## src/rtl/fcl_seq.sv

```systemverilog
// Layer sequencer for the fcl_pro binary fully-connected PE: walks a descriptor table,
// issues activation/weight reads per output group and writes results ping-pong. Option: FCL_SEQ_PERF_EN.
module fcl_seq #(
  parameter  int PRO_WIDTH    = 8,
  parameter  int PRO_PARALLEL = 4,
  parameter  int ACC_WIDTH    = 32,
  parameter  int MAX_DIM      = 1024,
  parameter  int MAX_LAYERS   = 8,
  parameter  int WADDR_W      = 16,
  parameter  int PE_LAT       = 1,
  localparam int DW           = $clog2(MAX_DIM + 1),
  localparam int LW           = $clog2(MAX_LAYERS),
  localparam int SW           = $clog2(ACC_WIDTH),
  localparam int OW           = PRO_PARALLEL * PRO_WIDTH
) (
  input  logic                    clk_i,
  input  logic                    rst_ni,
  input  logic                    cfg_we_i,
  input  logic [LW-1:0]           cfg_idx_i,
  input  logic [DW-1:0]           cfg_in_dim_i,
  input  logic [DW-1:0]           cfg_out_dim_i,
  input  logic [SW-1:0]           cfg_shift_i,
  input  logic                    start_i,
  input  logic [LW:0]             num_layers_i,
  input  logic                    stall_i,
  output logic                    busy_o,
  output logic                    done_o,
  output logic                    err_o,
  output logic [DW-1:0]           act_rd_addr_o,
  output logic                    act_rd_bank_o,
  output logic [WADDR_W-1:0]      w_rd_addr_o,
  output logic                    rd_en_o,
  output logic                    pe_clr_n_o,
  output logic                    pe_en_o,
  output logic [SW-1:0]           pe_shift_o,
  input  logic [OW-1:0]           pe_out_i,
  output logic                    act_wr_en_o,
  output logic [DW-1:0]           act_wr_addr_o,
  output logic [PRO_PARALLEL-1:0] act_wr_mask_o,
  output logic [OW-1:0]           act_wr_data_o
`ifdef FCL_SEQ_PERF_EN
  ,
  output logic [31:0]             perf_busy_o,
  output logic [31:0]             perf_stall_o
`endif
);

  localparam int LAT_W = $clog2(PE_LAT + 1);

  typedef enum logic [2:0] {
    S_IDLE, S_LOAD, S_CLEAR, S_ACCUM, S_DRAIN, S_WRITE, S_FIN
  } state_e;

  state_e             state_q, state_d;
  logic [WADDR_W-1:0] wcnt_q, wcnt_d;
  logic [DW-1:0]      icnt_q, icnt_d, grp_q, grp_d, groups_q, groups_d;
  logic [DW-1:0]      in_dim_q, in_dim_d, out_dim_q, out_dim_d;
  logic [LW:0]        layer_q, layer_d, nlay_q, nlay_d;
  logic [SW-1:0]      shift_q, shift_d;
  logic [LAT_W-1:0]   dcnt_q, dcnt_d;
  logic               bank_q, bank_d, err_q, err_d, pe_en_q;
  logic               wr_en;
  logic [DW-1:0]      d_in, d_out;

  // NOTE: the descriptor table is host-written configuration with no reset; it survives
  // a sequencer reset and is always written before a run uses it.
  logic [DW-1:0] tbl_in  [MAX_LAYERS];
  logic [DW-1:0] tbl_out [MAX_LAYERS];
  logic [SW-1:0] tbl_sh  [MAX_LAYERS];

  always_ff @(posedge clk_i) begin
    if (cfg_we_i && !busy_o) begin
      tbl_in[cfg_idx_i]  <= cfg_in_dim_i;
      tbl_out[cfg_idx_i] <= cfg_out_dim_i;
      tbl_sh[cfg_idx_i]  <= cfg_shift_i;
    end
  end

  assign d_in  = tbl_in[layer_q[LW-1:0]];
  assign d_out = tbl_out[layer_q[LW-1:0]];

  always_comb begin
    // NOTE: every next-state signal takes its current value first so no path infers a latch.
    state_d   = state_q;
    wcnt_d    = wcnt_q;
    icnt_d    = icnt_q;
    grp_d     = grp_q;
    groups_d  = groups_q;
    in_dim_d  = in_dim_q;
    out_dim_d = out_dim_q;
    layer_d   = layer_q;
    nlay_d    = nlay_q;
    shift_d   = shift_q;
    dcnt_d    = dcnt_q;
    bank_d    = bank_q;
    err_d     = err_q;
    unique case (state_q)
      S_IDLE: if (start_i) begin
        err_d   = 1'b0;
        wcnt_d  = '0;
        bank_d  = 1'b0;
        layer_d = '0;
        nlay_d  = num_layers_i;
        if (num_layers_i == '0 || num_layers_i > (LW+1)'(MAX_LAYERS)) begin
          err_d   = 1'b1;
          state_d = S_FIN;
        end else begin
          state_d = S_LOAD;
        end
      end
      S_LOAD: begin
        if (d_in == '0 || d_out == '0 || d_in > DW'(MAX_DIM) || d_out > DW'(MAX_DIM)) begin
          err_d   = 1'b1;
          state_d = S_FIN;
        end else begin
          in_dim_d  = d_in;
          out_dim_d = d_out;
          groups_d  = DW'((int'(d_out) + PRO_PARALLEL - 1) / PRO_PARALLEL);
          shift_d   = tbl_sh[layer_q[LW-1:0]];
          grp_d     = '0;
          state_d   = S_CLEAR;
        end
      end
      S_CLEAR: begin
        icnt_d  = '0;
        state_d = S_ACCUM;
      end
      S_ACCUM: if (!stall_i) begin
        icnt_d = icnt_q + DW'(1);
        wcnt_d = wcnt_q + WADDR_W'(1);
        if (icnt_q == in_dim_q - DW'(1)) begin
          dcnt_d  = '0;
          state_d = S_DRAIN;
        end
      end
      S_DRAIN: begin
        if (dcnt_q == LAT_W'(PE_LAT - 1)) state_d = S_WRITE;
        else                              dcnt_d  = dcnt_q + LAT_W'(1);
      end
      S_WRITE: begin
        if (grp_q == groups_q - DW'(1)) begin
          bank_d = ~bank_q;
          if (layer_q + (LW+1)'(1) == nlay_q) begin
            state_d = S_FIN;
          end else begin
            layer_d = layer_q + (LW+1)'(1);
            state_d = S_LOAD;
          end
        end else begin
          grp_d   = grp_q + DW'(1);
          state_d = S_CLEAR;
        end
      end
      S_FIN:   state_d = S_IDLE;
      default: state_d = S_IDLE;
    endcase
  end

  // NOTE: state registers use non-blocking assignments so all flops update from pre-edge values.
  always_ff @(posedge clk_i or negedge rst_ni) begin
    if (!rst_ni) begin
      state_q   <= S_IDLE;
      wcnt_q    <= '0;
      icnt_q    <= '0;
      grp_q     <= '0;
      groups_q  <= '0;
      in_dim_q  <= '0;
      out_dim_q <= '0;
      layer_q   <= '0;
      nlay_q    <= '0;
      shift_q   <= '0;
      dcnt_q    <= '0;
      bank_q    <= 1'b0;
      err_q     <= 1'b0;
      pe_en_q   <= 1'b0;
    end else begin
      state_q   <= state_d;
      wcnt_q    <= wcnt_d;
      icnt_q    <= icnt_d;
      grp_q     <= grp_d;
      groups_q  <= groups_d;
      in_dim_q  <= in_dim_d;
      out_dim_q <= out_dim_d;
      layer_q   <= layer_d;
      nlay_q    <= nlay_d;
      shift_q   <= shift_d;
      dcnt_q    <= dcnt_d;
      bank_q    <= bank_d;
      err_q     <= err_d;
      pe_en_q   <= rd_en_o;
    end
  end

  // Outputs decode the current state so an async reset silences them in the same cycle.
  assign busy_o        = !(state_q inside {S_IDLE, S_FIN});
  assign done_o        = (state_q == S_FIN);
  assign err_o         = err_q;
  assign rd_en_o       = (state_q == S_ACCUM) && !stall_i;
  assign act_rd_addr_o = icnt_q;
  assign w_rd_addr_o   = wcnt_q;
  assign act_rd_bank_o = bank_q;
  assign pe_clr_n_o    = !(state_q inside {S_IDLE, S_CLEAR});
  assign pe_en_o       = pe_en_q;
  assign pe_shift_o    = shift_q;
  assign wr_en         = (state_q == S_WRITE);
  assign act_wr_en_o   = wr_en;
  assign act_wr_addr_o = wr_en ? DW'(int'(grp_q) * PRO_PARALLEL) : '0;
  assign act_wr_data_o = wr_en ? pe_out_i : '0;

  always_comb begin
    act_wr_mask_o = '0;
    for (int k = 0; k < PRO_PARALLEL; k++)
      act_wr_mask_o[k] = wr_en && ((int'(grp_q) * PRO_PARALLEL + k) < int'(out_dim_q));
  end

`ifdef FCL_SEQ_PERF_EN
  logic [31:0] perf_busy_q, perf_stall_q;

  always_ff @(posedge clk_i or negedge rst_ni) begin
    if (!rst_ni) begin
      perf_busy_q  <= '0;
      perf_stall_q <= '0;
    end else if (state_q == S_IDLE && start_i) begin
      perf_busy_q  <= '0;
      perf_stall_q <= '0;
    end else begin
      if (busy_o && perf_busy_q != '1) perf_busy_q <= perf_busy_q + 32'd1;
      if (state_q == S_ACCUM && stall_i && perf_stall_q != '1) perf_stall_q <= perf_stall_q + 32'd1;
    end
  end

  assign perf_busy_o  = perf_busy_q;
  assign perf_stall_o = perf_stall_q;
`endif

endmodule

```

## config.mk

```make
export PLATFORM = sky130hd
export DESIGN_NAME = fcl_seq
export DESIGN_NICKNAME = d
export VERILOG_FILES = /design/src/rtl/fcl_seq.sv
export SDC_FILE = /design/constraint.sdc
export NUM_CORES = 1
export LEC_CHECK = 0
export CORE_MARGIN = 5
export CORE_UTILIZATION = 48
export DETAILED_ROUTE_END_ITERATION = 8
export GPL_ROUTABILITY_DRIVEN = 1
export MAX_ROUTING_LAYER = met4
export PLACE_DENSITY = 0.85
export RECOVER_POWER = 100
export SLEW_MARGIN = 20
export SYNTH_ARGS = -nofsm -noshare
export SYNTH_HDL_FRONTEND = slang
export SYNTH_SLANG_ARGS = --single-unit
```

## constraint.sdc

```tcl
create_clock -name clk_i -period 3.6 [get_ports clk_i]
set_clock_uncertainty 0.15 [all_clocks]
set_input_delay 0.54 -clock clk_i [delete_from_list [all_inputs] [get_ports clk_i]]
set_output_delay 0.54 -clock clk_i [all_outputs]
set_load 0.05 [all_outputs]
```

==> results of run 1 <==
[critical path, stage by stage (launching register included)]
cell and delay, ns:
dfrtp_1 0.52, or3_1 0.49, clkbuf_4 0.24, nor2_1 0.15
clkdlybuf4s50_1 0.84
[logic make-up after synthesis]
kind of cell    after synthesis  synth area share
flops                       305            0.6274
simple gates                272            0.1043
mux                         128            0.1374
compound gates              107           0.05117
buf+inv                      81           0.02531
xor+xnor                     63           0.03973
fa+ha+maj                    16           0.01441
other cells                   1         0.0002700
[through the flow]
| step | hold slack, ns | TNS [ns] |
|---|---|---|
| 3_5_place_dp | 0.3287 | -1.988 |
| 4_1_cts | 0.01528 | 0 |
| 3_3_place_gp | 0.3268 | 0 |
| 2_1_floorplan | 0.09441 | 0 |
| 5_1_grt | 0.3706 | -0.005020 |
| 6_report | 0.3291 | 0 |
[power by group through the flow]
stage                     combinational, mW  sequential (mW)  clock, mW
after global placement                0.567             3.98          0
after detailed placement              0.581             3.98          0
after CTS                             0.583             3.91       3.16
after floorplan                       0.133             4.14          0
final                                 0.550             3.91       3.12
after global routing                  0.588             3.92       3.33
[worst min path at each step]
stage	end	slack, ns	cells after the start
final	pe_shift_o[0]$_DFFE_PN0P_	0.33	1
after detailed placement	pe_shift_o[0]$_DFFE_PN0P_	0.33	1
after global routing	pe_shift_o[0]$_DFFE_PN0P_	0.37	1
after floorplan	act_rd_addr_o[0]$_DFFE_PN0P_	0.09	0
after CTS	w_rd_addr_o[2]$_DFFE_PN0P_	0.02	1
after global placement	pe_shift_o[0]$_DFFE_PN0P_	0.33	1
[metal layers]
layer,part of all wire,vias to the layer above,routed length [um]
met2,0.50,459,16830
met4,0.025,0,830
met1,0.39,4489,13050
li1,-,4047,-
met5,0,-,0
met3,0.086,62,2886
[synth_stat cells (3+ instances only)]
cell        n  share of area
buf_1       6         0.0016
a32o_1      3         0.0022
xor2_1     33          0.021
o311ai_0    3         0.0019
mux4_2     46          0.075
or3_1       9         0.0041
nor3_1     19         0.0068
nand2_1    51          0.014
xnor2_1    30          0.019
buf_4       6         0.0032
o22ai_1    10         0.0045
nor2_1     56          0.015
or4_1       7         0.0038
and3_1     10         0.0045
a22o_1      3         0.0019
mux2_2     28          0.023
buf_2       8         0.0029
nand4_1    13         0.0059
a21o_1      6         0.0032
ha_1       16          0.014
clkbuf_1   23         0.0062
inv_1      34         0.0092
nor2b_1     8         0.0036
dfrtp_1    89           0.16
nor4_1      4         0.0018
edfxtp_1  216           0.47
a31oi_1     5         0.0023
mux2_1     13          0.011
o21a_1      4         0.0022
nand3_1    21         0.0076
o21ai_0    29          0.010
o31ai_1     4         0.0022
a211oi_1    4         0.0022
or2_2       6         0.0027
and4_1      5         0.0032
mux2i_1    41          0.030
o211ai_1    3         0.0016
a21oi_1    15         0.0054
nand2b_1   11         0.0050
nor4b_1     3         0.0019
and2_1     40          0.018
[area by class of cell]
type,count,area share
Multi-Input combinational cell,588,0.2869
Tap cell,384,0.02822
Sequential cell,305,0.5123
Inverter,36,0.007937
Timing Repair Buffer,202,0.1055
Antenna cell,4,0.0005879
Clock buffer,33,0.04600
Clock inverter,21,0.01249
[repair_timing]
item	CTS	global route
gates cloned	0	1
endpoints found under the setup margin	33	19
setup buffers	5	0
pin swaps	0	1
gates resized for setup	5	9
[state kept, by name, summed over array words and instances, names as in the netlist]
register / count
in_dim_q: 11
groups_q: 10
tbl_sh: 40
grp_q: 11
tbl_out: 88
w_rd_addr_o: 16
pe_shift_o: 5
act_rd_addr_o: 11
act_rd_bank_o: 1
err_o: 1
out_dim_q: 11
nlay_q: 4
state_q: 3
tbl_in: 88
layer_q: 4
pe_en_o: 1
==> flow_summary.ini, run 1 <==
[sta]
fin_ws_ns = 0.1136
post-route-period-util = 0.9684
tightest_slew_ns = 1.913
slew_viol_final = 75
fin_crit_ns = 3.486
max-slew-margin-rel = -0.2756
finalHoldViolCount = 0
max_freq_ghz = 0.2868
setup-violations-final = 0

[logic_synthesis]
ys.flop_type = edfxtp_1
synth_edf_count = 216
ys_warn_count = 0
seq_area_frac_synth = 0.6274
yosysUniqueCellTypes = 65
syn_area_um2 = 13890
syn_avg_cell_area_um2 = 14.27
ys_seq_elements = 305
syn_inst = 973
async_reset_ff_frac = 0.2918

[power_and_ir_drop]
pwr_density_cell_nw_per_um2 = 444.8
p_leak_nw = 6.561
power.share.combinational = 0.073
power.internal_mw = 5.820
swShare = 0.2316
peakVddDrop_mv = 0.3271
clkPwrFrac = 0.412
pwr-share-seq = 0.516
total_power_mw = 7.574
power.switching_mw = 1.754

[worst_setup_path]
crit_path_end_kind = primary output
worstRegToRegCells = 8
crit_end = act_wr_addr_o[10]
cp-startpoint = state_q[1]$_DFFE_PN0P_
r2r_end = grp_q[4]$_DFFE_PN0P_
required_ns = 2.91
r2r_slack_ns = 0.13
r2r-start = layer_q[1]$_DFFE_PN0P_
crit_arrival_ns = 2.80
crit_path_max_fanout = 14
crit_type = reg -> out
cp-start-kind = register

[finish]
final_nets = 1250
fin_util = 0.5948
syn_to_final_growth_pct = 22.59
register_area_um2 = 8723
final_cell_mix = edfxtp_1 (216), dfrtp_1 (83), dlygate4sd3_1 (66), nor2_1 (53), nand2_1 (51)
multi_input_area_um2 = 4885
fillers = 2097
final_layout_size_suffix_gt1_frac = 0.2042
layout_commonest_cell = edfxtp_1
fin_area_um2 = 17030
finalNonFillerCells = 1573

[die]
die_width_um = 180.1
start_util = 0.4852
top_level_ports = 158
die_area_um2 = 32440
fp.dieH_um = 180.1
core-area_um2 = 28630
rows = 62

[global_routing]
overflow = 0
top_usage_layer = met2
groute.usage.overall = 0.2075
grtUsageMet1 = 0.2547
grt_max_degree = 75
antenna_found_initial = 4
grt_pass1_vias = 9281
use_met3 = 0.04340
use_met2 = 0.3519
grt_first_pass_wirelength_um = 52610

[status]
failed_checks = max-capacitance violations, max-slew violations
status = complete, but fails checks

[clock_tree]
cts_buffer_depth = 3
cts_tree = done
hold_buffers = 0
clock-root-buffer = clkbuf_16
clkLatencyLatePin_ns = 0.55
htreeDepth = 1
cts_buffers = 30
path_clk_slew_ns = 0.07
clock_sink_count = 305

[detailed_routing]
drc = 0
wl_per_cell_um = 21.36
avgViaCountPerCell = 5.758
ant_nets = 0
drt_iter0_drc = 740
drtPass1Iterations = 5
vias = 9057
routed_wl_um = 33600

[placement]
dp.cells = 1509
placed_area_um2 = 16060
hpwl_um = 21920
pre_cts_slack_ns = -0.1117
gp_congestion = 0.9411
numPortBuffers = 155

[job]
cap_viol_max_count = 1

[worst_hold_path]
min_path_type = reg -> reg
holdCritStartpoint = pe_shift_o[0]$_DFFE_PN0P_
No activity file was read; power rests on OpenSTA's default activity.
==> inputs of run 2 (changes only) <==
--- a/config.mk
+++ b/config.mk
@@ -5,7 +5,6 @@
 export SDC_FILE = /design/constraint.sdc
 export NUM_CORES = 1
 export LEC_CHECK = 0
-export CORE_MARGIN = 5
 export CORE_UTILIZATION = 48
 export DETAILED_ROUTE_END_ITERATION = 8
 export GPL_ROUTABILITY_DRIVEN = 1
==> flow_summary.ini, run 2 (same netlist as run 1, synthesis figures left out) <==
[status]
status = complete, but fails checks
failed_checks = max-capacitance violations, max-slew violations

[worst_setup_path]
crit_top_cell = a21o_1
required_ns = 2.91
cp-start-kind = register
worstRegToRegCells = 10
crit_path_end_kind = primary output
cp_num_buf_inv = 1
slowest_delay_ns = 0.41
crit_chain = ha_1 > a21o_1 > a21oi_2 > o211ai_1 > a21o_1 > a21o_1 > a21o_1 > a221oi_2 > buf_12
crit_family = compound AO/OA/AOI/OAI gates
r2r_slack_ns = 0.13
worst-path-stages = 9
r2r_end = out_dim_q[2]$_DFFE_PN0P_
crit_type = reg -> out
crit_path_max_fanout = 3
r2r-start = layer_q[1]$_DFFE_PN0P_
crit_arrival_ns = 2.79
slowest_stage = dfrtp_1

[global_routing]
grt_max_degree = 66
grt_first_pass_wirelength_um = 50510
antenna_found_initial = 5
grt_pass1_vias = 9096
overflow = 0
groute.usage.overall = 0.2320

[placement]
placed_area_um2 = 16090
numPortBuffers = 155
hpwl_um = 21620
gp_congestion = 0.8937

[power_and_ir_drop]
power.switching_mw = 1.722
pwr_density_cell_nw_per_um2 = 442.4
p_leak_nw = 6.576
power.share.combinational = 0.073
clkPwrFrac = 0.409
total_power_mw = 7.542
peakVddDrop_mv = 0.3152
swShare = 0.2284
pwr-share-seq = 0.518
power.internal_mw = 5.820

[finish]
final_nets = 1253
final_layout_size_suffix_gt1_frac = 0.1867
fin_util = 0.6070
syn_to_final_growth_pct = 22.75
reg.largest.list = tbl_in (88), tbl_out (88), tbl_sh (40)
final_cell_mix = edfxtp_1 (216), dfrtp_1 (83), dlygate4sd3_1 (67), nand2_1 (51), nor2_1 (50)
fin_area_um2 = 17050
layout_commonest_cell = edfxtp_1

[clock_tree]
cts_buffers = 31
clkLatencyLatePin_ns = 0.58
clock-root-buffer = clkbuf_16
htreeDepth = 1
path_clk_slew_ns = 0.06
clock_sink_count = 305
cts_buffer_depth = 3
cts_tree = done

[worst_hold_path]
worst_hold_path.num_cells = 2
min_path_type = reg -> reg
holdCritStartpoint = nlay_q[2]$_DFFE_PN0P_
hold_path_end = nlay_q[2]$_DFFE_PN0P_

[sta]
setup-violations-final = 0
whs_ns = 0.3511
rsz0062_at_grt = true
post-route-period-util = 0.9665
slew_viol_final = 66
tightest_slew_ns = 1.705
finalHoldViolCount = 0
max-slew-margin-rel = -0.1368
max_freq_ghz = 0.2874
fin_setup_tns_ns = 0
fin_crit_ns = 3.479

[detailed_routing]
drc = 0
routed_wl_um = 33060
drt_iter0_drc = 931
vias = 9115
drtPass1Iterations = 6
wl_per_cell_um = 21.03
ant_nets = 0
avgViaCountPerCell = 5.798

[job]
cap_viol_max_count = 1

[die]
die_area_um2 = 29620
die_width_um = 172.1
start_util = 0.4945
rows = 61
fp.dieH_um = 172.1
core-area_um2 = 28090
top_level_ports = 158
==> run 2: how the worst max path moves through the flow <==
stage | start | endpoint | slack [ns]
after floorplan | grp_q[1]$_DFFE_PN0P_ | act_wr_mask_o[0] | 0.01
after global placement | layer_q[1]$_DFFE_PN0P_ | grp_q[2]$_DFFE_PN0P_ | 0.14
after detailed placement | layer_q[1]$_DFFE_PN0P_ | groups_q[2]$_DFFE_PN0P_ | -0.004
after CTS | state_q[1]$_DFFE_PN0P_ | act_wr_mask_o[2] | 0.04
after global routing | layer_q[1]$_DFFE_PN0P_ | out_dim_q[2]$_DFFE_PN0P_ | -0.02
final | grp_q[1]$_DFFE_PN0P_ | act_wr_mask_o[0] | 0.12
==> run 2: cell type report <==
class | instances | area [um2]
diodes | 5 | 12.51
clock buffers | 40 | 809.5
clock inverters | 16 | 158.9
fillers | 2092 | 11040
inverters | 36 | 135.1
multi-input cells | 588 | 4881
flip-flops and latches | 305 | 8723
well taps | 378 | 473.0
repair buffers | 204 | 1854
==> run 2: through the flow <==
stage               worst slack [ns]  cells
floorplan                    0.01021    974
global placement              0.1352   1504
detailed placement         -0.003854   1504
CTS                          0.03749   1565
global route                -0.01581   1572
finish                        0.1207   1572
==> run 2: power groups by stage <==
stage	combinational [mW]	sequential, mW	clock (mW)
floorplan	0.133	4.14	0
global placement	0.567	3.98	0
detailed placement	0.577	3.98	0
CTS	0.580	3.91	3.12
global route	0.591	3.92	3.26
finish	0.550	3.91	3.09
==> run 2: what timing repair did <==
action / in CTS / in global routing
endpoints found under the hold margin: 63 / 0
cloned: 1 / 0
setup buffers: 3 / 2
pin swaps: 0 / 2
resized for setup: 6 / 6
hold buffers: 1 / 0
endpoints found under the setup margin: 20 / 34
==> run 2: worst register-to-register path, stage by stage, from the launching register on <==
cell and delay (ns):
dfrtp_4 0.50, buf_16 0.24, mux4_2 0.59, mux2i_1 0.26, and4_1 0.25, and3_1 0.17, a21oi_1 0.13, nor4_4 0.39
buf_12 0.21, buf_4 0.22, mux2i_1 0.26
==> run 2: per-layer routing <==
metal  wire (um)  track usage  vias up
li1            -            -     4045
met1       13010       0.2796     4592
met2       16460       0.3941      413
met3        2667      0.04326       65
met4         917      0.07618        0
met5           0            -        -
==> inputs of run 3 (changes only) <==
--- a/config.mk
+++ b/config.mk
@@ -5,11 +5,11 @@
 export SDC_FILE = /design/constraint.sdc
 export NUM_CORES = 1
 export LEC_CHECK = 0
-export CORE_UTILIZATION = 48
+export CORE_UTILIZATION = 30
 export DETAILED_ROUTE_END_ITERATION = 8
 export GPL_ROUTABILITY_DRIVEN = 1
 export MAX_ROUTING_LAYER = met4
-export PLACE_DENSITY = 0.85
+export PLACE_DENSITY = 0.62
 export RECOVER_POWER = 100
 export SLEW_MARGIN = 20
 export SYNTH_ARGS = -nofsm -noshare
==> constraint.sdc (replaced) <==
create_clock -name clk_i -period 3.1 [get_ports clk_i]
set_clock_uncertainty 0.15 [all_clocks]
set_input_delay 0.465 -clock clk_i [delete_from_list [all_inputs] [get_ports clk_i]]
set_output_delay 0.465 -clock clk_i [all_outputs]
set_load 0.05 [all_outputs]
==> flow_summary.ini, run 3 (same netlist as run 1, synthesis figures left out) <==
[detailed_routing]
avgViaCountPerCell = 4.866
drt_iter0_drc = 644
wl_met3_um = 2189
drc = 0
met2_length_um = 16500
wl_per_cell_um = 18.54
highest_layer = met4
vias = 9089
routed_wl_um = 34640
drtPass1Iterations = 4
ant_nets = 0
wl_met1_um = 15530

[worst_hold_path]
holdCritStartpoint = num_layers_i[2]
hold_path_end = nlay_q[2]$_DFFE_PN0P_
worst_hold_path.num_cells = 3
min_path_type = in -> reg

[sta]
post-route-period-util = 1.067
setup-violations-final = 82
fin_ws_ns = -0.2085
rsz0062_at_grt = true
tightest_slew_ns = 2.042
whs_ns = 0.3109
fin_setup_tns_ns = -5.432
max_freq_ghz = 0.3023
slew_viol_final = 33
fin_crit_ns = 3.308
max-slew-margin-rel = -0.3616
finalHoldViolCount = 0

[worst_setup_path]
required_ns = 2.48
worstRegToRegCells = 11
r2r_end = pe_shift_o[0]$_DFFE_PN0P_
r2r_slack_ns = -0.12
crit_path_max_fanout = 3
crit_path_end_kind = primary output
crit_type = reg -> out
r2r-start = layer_q[1]$_DFFE_PN0P_
crit_arrival_ns = 2.69
cp-start-kind = register

[placement]
gp_congestion = 0.8584
hpwl_um = 23130
placed_area_um2 = 17420
numPortBuffers = 155
pre_cts_slack_ns = -0.1262

[die]
top_level_ports = 158
die_area_um2 = 47160
rows = 78
core-area_um2 = 45480
start_util = 0.3054
die_width_um = 217.2
fp.dieH_um = 217.2

[finish]
syn_to_final_growth_pct = 36.48
fin_area_um2 = 18950
fillers = 4146
register_area_um2 = 8723
final_cell_mix = edfxtp_1 (216), dfrtp_1 (81), buf_4 (76), dlygate4sd3_1 (66)
final_layout_size_suffix_gt1_frac = 0.2921
layout_commonest_cell = edfxtp_1
final_nets = 1322
multi_input_area_um2 = 5244
reg.largest.list = tbl_in (88), tbl_out (88), tbl_sh (40)

[global_routing]
grt_first_pass_wirelength_um = 52350
grt_max_degree = 46
grt_pass1_vias = 9133
overflow = 0
groute.usage.overall = 0.1464
antenna_found_initial = 8

[job]
cap_viol_max_count = 1

[clock_tree]
cts_buffers = 31
clock_sink_count = 305
cts_buffer_depth = 3
clock-root-buffer = clkbuf_16
htreeDepth = 1
clkLatencyLatePin_ns = 0.58
path_clk_slew_ns = 0.07
cts_tree = done

[power_and_ir_drop]
total_power_mw = 8.956
pwr_density_cell_nw_per_um2 = 472.5
p_leak_nw = 7.177
peakVddDrop_mv = 0.3581

[status]
status = complete, but fails checks
failed_checks = max-capacitance violations, max-slew violations, negative setup slack
## run 3: through the flow
step | utilization | std cells
after CTS | 0.4081 | 1841
after floorplan | - | 974
after detailed placement | 0.3831 | 1781
after global routing | 0.4168 | 1868
final | 0.4168 | 1868
after global placement | 0.3831 | 1781
## run 3: worst max path at each step
stage | startpoint | endpoint | slack, ns | cells after the start
final | grp_q[1]$_DFFE_PN0P_ | act_wr_mask_o[0] | -0.21 | 9
after global routing | grp_q[1]$_DFFE_PN0P_ | act_wr_mask_o[0] | -0.33 | 9
after CTS | grp_q[1]$_DFFE_PN0P_ | act_wr_mask_o[0] | -0.21 | 9
after detailed placement | layer_q[1]$_DFFE_PN0P_ | groups_q[3]$_DFFE_PN0P_ | -0.13 | 10
after global placement | layer_q[1]$_DFFE_PN0P_ | pe_shift_o[4]$_DFFE_PN0P_ | -0.09 | 10
after floorplan | state_q[2]$_DFFE_PN0P_ | act_wr_mask_o[2] | -0.34 | 6
## run 3: report_power, final
part	switching (mW)	internal [mW]
combinational	0.405	0.242
sequential	0.101	4.44
clock	1.58	2.19
## run 3: what timing repair did
item	in CTS	in global routing
gates cloned	0	4
setup buffers	1	16
hold endpoints to repair	29	0
pin swaps	9	14
endpoints found under the setup margin	88	94
resized for setup	24	87
hold buffers	1	0
## run 3: area by class of cell
type / count / share of cell area
sequential: 305 / 0.4602
inverter: 36 / 0.007129
antenna: 8 / 0.001056
tap: 600 / 0.03961
clock buffer: 37 / 0.04212
clock inverter: 21 / 0.01228
timing repair buffer: 273 / 0.1609
multi-input combinational: 588 / 0.2767
## run 3: worst max-delay path: stages (launching register included)
cell,delay (ns)
dfrtp_1,0.44
ha_4,0.25
a21o_1,0.17
a21oi_2,0.14
o211ai_1,0.12
a21o_1,0.16
a21o_1,0.15
a21o_1,0.19
a221oi_4,0.33
buf_12,0.18
## run 3: layer usage
metal | global-route usage | vias up
met5 | - | -
met4 | 0.02700 | 0
met3 | 0.03326 | 32
met2 | 0.2345 | 258
met1 | 0.1910 | 4591
li1 | - | 4208
==> patch 1, RTL diff (config.mk and constraints of run 2) <==
`shift_q` no longer has a reset.
--- a/src/rtl/fcl_seq.sv
+++ b/src/rtl/fcl_seq.sv
@@ -168,7 +168,6 @@
       out_dim_q <= '0;
       layer_q   <= '0;
       nlay_q    <= '0;
-      shift_q   <= '0;
       dcnt_q    <= '0;
       bank_q    <= 1'b0;
       err_q     <= 1'b0;
@@ -183,12 +182,15 @@
       out_dim_q <= out_dim_d;
       layer_q   <= layer_d;
       nlay_q    <= nlay_d;
-      shift_q   <= shift_d;
       dcnt_q    <= dcnt_d;
       bank_q    <= bank_d;
       err_q     <= err_d;
       pe_en_q   <= rd_en_o;
     end
+  end
+
+  always_ff @(posedge clk_i) begin
+    shift_q <= shift_d;
   end
 
   // Outputs decode the current state so an async reset silences them in the same cycle.
Formal check against the unedited RTL: differs if rst_ni is asserted again (counterexample within 4 cycles, from zero or initial values and one cycle with rst_ni low); with rst_ni held inactive, the same outputs for 4 cycles.
==> patch 1 against run 2 <==
The run still ends with max-capacitance violations, max-slew violations left. Wire length shrank 1.1%. Final area rose by 2.5%. Total power rose by 2.9%. Sequential cell count unchanged. Area after synthesis is 0.24% lower. Setup slack worse by 0.050 ns. Via count is 1.9% lower. Worst hold slack got worse by 0.010 ns. Largest cell class unchanged. Highest routed layer unchanged.
==> patch 1: results (changes against run 2) <==
Num CTS Buffers -> 34 (+9.7%)
Area contributors post-synth -> edfxtp_1 48%, dfrtp_1 15%, mux4_2 7.8%, xnor2_1 2.5%, mux2_2 2.4%
asr flop ratio synth -> 27.5% (-1.6 points)
met3 wire length -> 2630 um (-1.6%)
CTS H-tree depth -> 2 (+1)
WHS Path Cells -> 1 (-1)
Tightest Pin Transition -> 1.62 ns (-0.0855 ns)
setup bufs post-CTS -> 0 (-3)
vias in the first global route -> 9155 (+0.65%)
worst hold start -> out_dim_q[6]
M3 GR Usage -> 4.07% (-0.25 points)
kind of cell adding the most delay to the critical path -> multiplexers
synth cell count leaders -> 221 x edfxtp_1, 84 x dfrtp_1, 54 x nand2_1
failing checks -> max-capacitance violations, max-slew violations
share of layout cells above drive strength 1 -> 21.1% (+2.4 points)
PostCTS Resize Cnt -> 4 (-2)
Post-synth EDFFs -> 221 (+2.3%)
Skew-Pair Late Insertion Delay -> 0.52 ns (-0.06 ns)
worst hold endpoint -> out_dim_q[6]
maxcap violations -> 1 (unchanged)
Pins Over Slew Limit -> 63 (-4.5%)
worst hold slack -> 0.341 ns (-0.0101 ns)
# nets final -> 1252 (-0.080%)
Max stage delay on crit path -> 0.52 ns (+0.11 ns)
status -> finished, violations left
fin cells -> 1569 (-0.19%)
multi-input gate share of total cell area -> 27.9% (-0.75 points)
DR vias -> 8940 (-1.9%)
first-pass GRT wire length -> 50200 um (-0.67%)
wire length per cell -> 20.8 um (-0.89%)
GRT Total Usage -> 23.1% (-0.058 points)
Leakage -> 6.43 nW (-2.2%)
non-clock buffer count -> 208 (+2.0%)
routability cong. -> 0.894 (about the same)
==> patch 1: cell types whose count changed after synthesis, moves of 5 or more <==
cell	change
a21oi_1	+9
dfrtp_1	-5
edfxtp_1	+5
mux2i_1	-13
o31ai_1	+6
xnor2_1	+10
xor2_1	-10
==> patch 1: where the power goes <==
part	leakage, nW	internal [W]	total [W]	switching (W)
clock	0.513	0.00187	0.00323	0.00136
sequential	3.09	0.00383	0.00393	0.0000987
combinational	2.83	0.000212	0.000596	0.000384
total	6.43	0.00591	0.00776	0.00185
==> patch 1: kinds of logic after synthesis <==
kind of cell | share of synthesized area (%)
simple gates | 10.3
fa+ha+maj | 1.44
buf+inv | 2.27
mux | 13.3
flops | 63.1
compound gates | 5.44
other cells | 0.0271
xor+xnor | 4.15
==> patch 1: stage by stage <==
stage,area [um2],setup slack [ns]
finish,17500,0.0707
floorplan,13900,0.00568
detailed placement,16400,-0.0707
CTS,17400,0.0123
global placement,16400,0.0736
global route,17500,-0.0107
==> patch 2, RTL diff (settings of run 2) <==
Made on the original files. The parameter `ACC_WIDTH` goes from 32 to 16.
--- a/src/rtl/fcl_seq.sv
+++ b/src/rtl/fcl_seq.sv
@@ -3,7 +3,7 @@
 module fcl_seq #(
   parameter  int PRO_WIDTH    = 8,
   parameter  int PRO_PARALLEL = 4,
-  parameter  int ACC_WIDTH    = 32,
+  parameter  int ACC_WIDTH    = 16,
   parameter  int MAX_DIM      = 1024,
   parameter  int MAX_LAYERS   = 8,
   parameter  int WADDR_W      = 16,
Ports: changed (resized cfg_shift_i and pe_shift_o); port bits go from 158 to 156. No check against the original RTL was run, so the function may have changed too.
==> patch 2 against run 2 <==
The run still ends with max-capacitance violations, max-slew violations left. Critical path depth is 1 higher. Sequential cell count is 9 lower. Synthesized cell count is 1.1% lower. Wire length is 5.9% lower. Highest routed layer unchanged. Worst hold slack better by 0.020 ns. Core utilization is 1.1 points lower. Area after synthesis is 1.7% lower. Final area is 2.6% lower. Critical endpoint is now in_dim_q[5]. Setup slack better by 0.018 ns.
Power is not compared: it rests on default switching activity, and its combinational part moved more than twofold at a synthesized area within 25%.
==> patch 2: results (changes against run 2) <==
routability cong. -> 0.876 (-2.0%)
Warnings, synthesis -> 0 (unchanged)
Num CTS Buffers -> 29 (-6.5%)
Worst-path clk slew -> 0.07 ns
largest net degree at the start of global routing -> 35 (-47%)
GRT Total Usage -> 22.4% (-0.75 points)
DR iter-0 viols -> 661 (-29%)
failing checks -> max-capacitance violations, max-slew violations
fin cells -> 1546 (-1.7%)
initial antenna violation count -> 3 (-2)
Max stage delay on crit path -> 0.60 ns (+0.19 ns)
1st-pass router iterations -> 5 (-1)
synth cell count leaders -> 208 x edfxtp_1, 88 x dfrtp_1, 61 x mux2i_1, 61 x nor2_1, 53 x nand2_1
min-delay worst type -> reg -> reg
Crit Path Max Fanout -> 34 (+31)
DPL Wire Length -> 20800 um (-4.0%)
placed cell count -> 1488 (-1.1%)
first-pass GRT wire length -> 48500 um (-4.1%)
Rel. slew slack -> -23.8% (-10 points)
kind of cell adding the most delay to the critical path -> multiplexers
share of layout cells above drive strength 1 -> 17.0% (-1.7 points)
Skew-Pair Late Insertion Delay -> 0.55 ns (-0.03 ns)
maxcap violations -> 1 (unchanged)
fillers -> 2080 (-0.57%)
CTS H-tree depth -> 1 (unchanged)
setup bufs post-CTS -> 0 (-3)
largest registers -> tbl_in (88), tbl_out (88), tbl_sh (32)
CP max-delay cell -> mux4_1
syn avg cell area -> 14.2 um2 (-0.62%)
vias per cell -> 5.66 (-2.4%)
Pins Over Slew Limit -> 35 (-47%)
pre-CTS setup slack -> 0.257 ns (+0.261 ns)
asr flop ratio synth -> 29.7% (+0.55 points)
Post-synth EDFFs -> 208 (-3.7%)
sequential-to-total area share from yosys stat -> 61.9% (-0.83 points)
WL final -> 31100 um (-5.9%)
# nets final -> 1228 (-2.0%)
PortBufs -> 153 (-1.3%)
peak supply drop -> 0.000291 V
Leakage -> 6.14 nW
Yosys cell types -> 69 (+6.2%)
vias in the first global route -> 8687 (-4.5%)
Clock Path Buffers -> 3 (unchanged)
Hold Buf Count CTS -> 1 (unchanged)
PostCTS Resize Cnt -> 2 (-4)
status -> finished, violations left
CP arrival -> 3.77 ns (+0.98 ns)
clock root buffer -> clkbuf_16
Area contributors post-synth -> edfxtp_1 46%, dfrtp_1 16%, mux4_2 5.0%, mux2i_1 4.5%, mux4_1 2.7%
-- patch 2: power breakdown --
part / internal (W) / leakage, nW / switching [W]
logic: 0.00107 / 2.68 / 0.00173
clock network: 0.00177 / 0.452 / 0.00127
registers: 0.00403 / 3.01 / 0.000365
-- patch 2: worst paths after layout --
kind                                    end  slack, ns  cells after the start       start
setup / recovery                in_dim_q[5]       0.14                     10  layer_q[1]
hold / removal                    nlay_q[2]       0.37                      2   nlay_q[2]
setup reg to reg                in_dim_q[5]       0.14                     10  layer_q[1]
hold reg to reg                   nlay_q[2]       0.37                      2   nlay_q[2]
max in group asynchronous        state_q[0]       0.79                      3      rst_ni
min in group asynchronous  act_rd_addr_o[2]       0.91                      2      rst_ni
-- patch 2: area by class of cell --
class	instances	area (um2)	area share, %
tap	378	473	2.85
clock buffer	33	741	4.46
sequential	296	8460	50.9
timing repair buffer	190	1710	10.3
multi-input combinational	585	4850	29.2
antenna	4	10.0	0.0603
clock inverter	20	215	1.30
inverter	40	150	0.904
-- patch 2: cell families (layout without fill, tap and decap cells) --
logic type               count (synthesis)  count (layout)  synth area share [%]
adder cells (fa/ha/maj)                 16              16                  1.47
other                                    1               6                0.0275
AO/OA/AOI/OAI                          101             101                  4.91
multiplexers                           125             125                  13.8
XOR/XNOR                                61              61                  3.92
flip-flops                             296             296                  61.9
AND/OR/NAND/NOR                        280             280                  11.0
buffers and inverters                   82             283                  2.97
-- patch 2: per-layer routing --
metal,wire [um],track usage [%]
met1,12800,28.7
met2,15100,36.3
met3,2430,4.46
met4,770,6.70
met5,0,-
-- patch 2: per-stage QoR --
step	util [%]	hold slack (ns)	instance area [um2]
after floorplan	-	0.0944	13600
after global placement	56.3	0.338	15700
after detailed placement	56.3	0.340	15700
after CTS	59.8	0.357	16700
after global routing	59.6	0.371	16600
final	59.6	0.372	16600
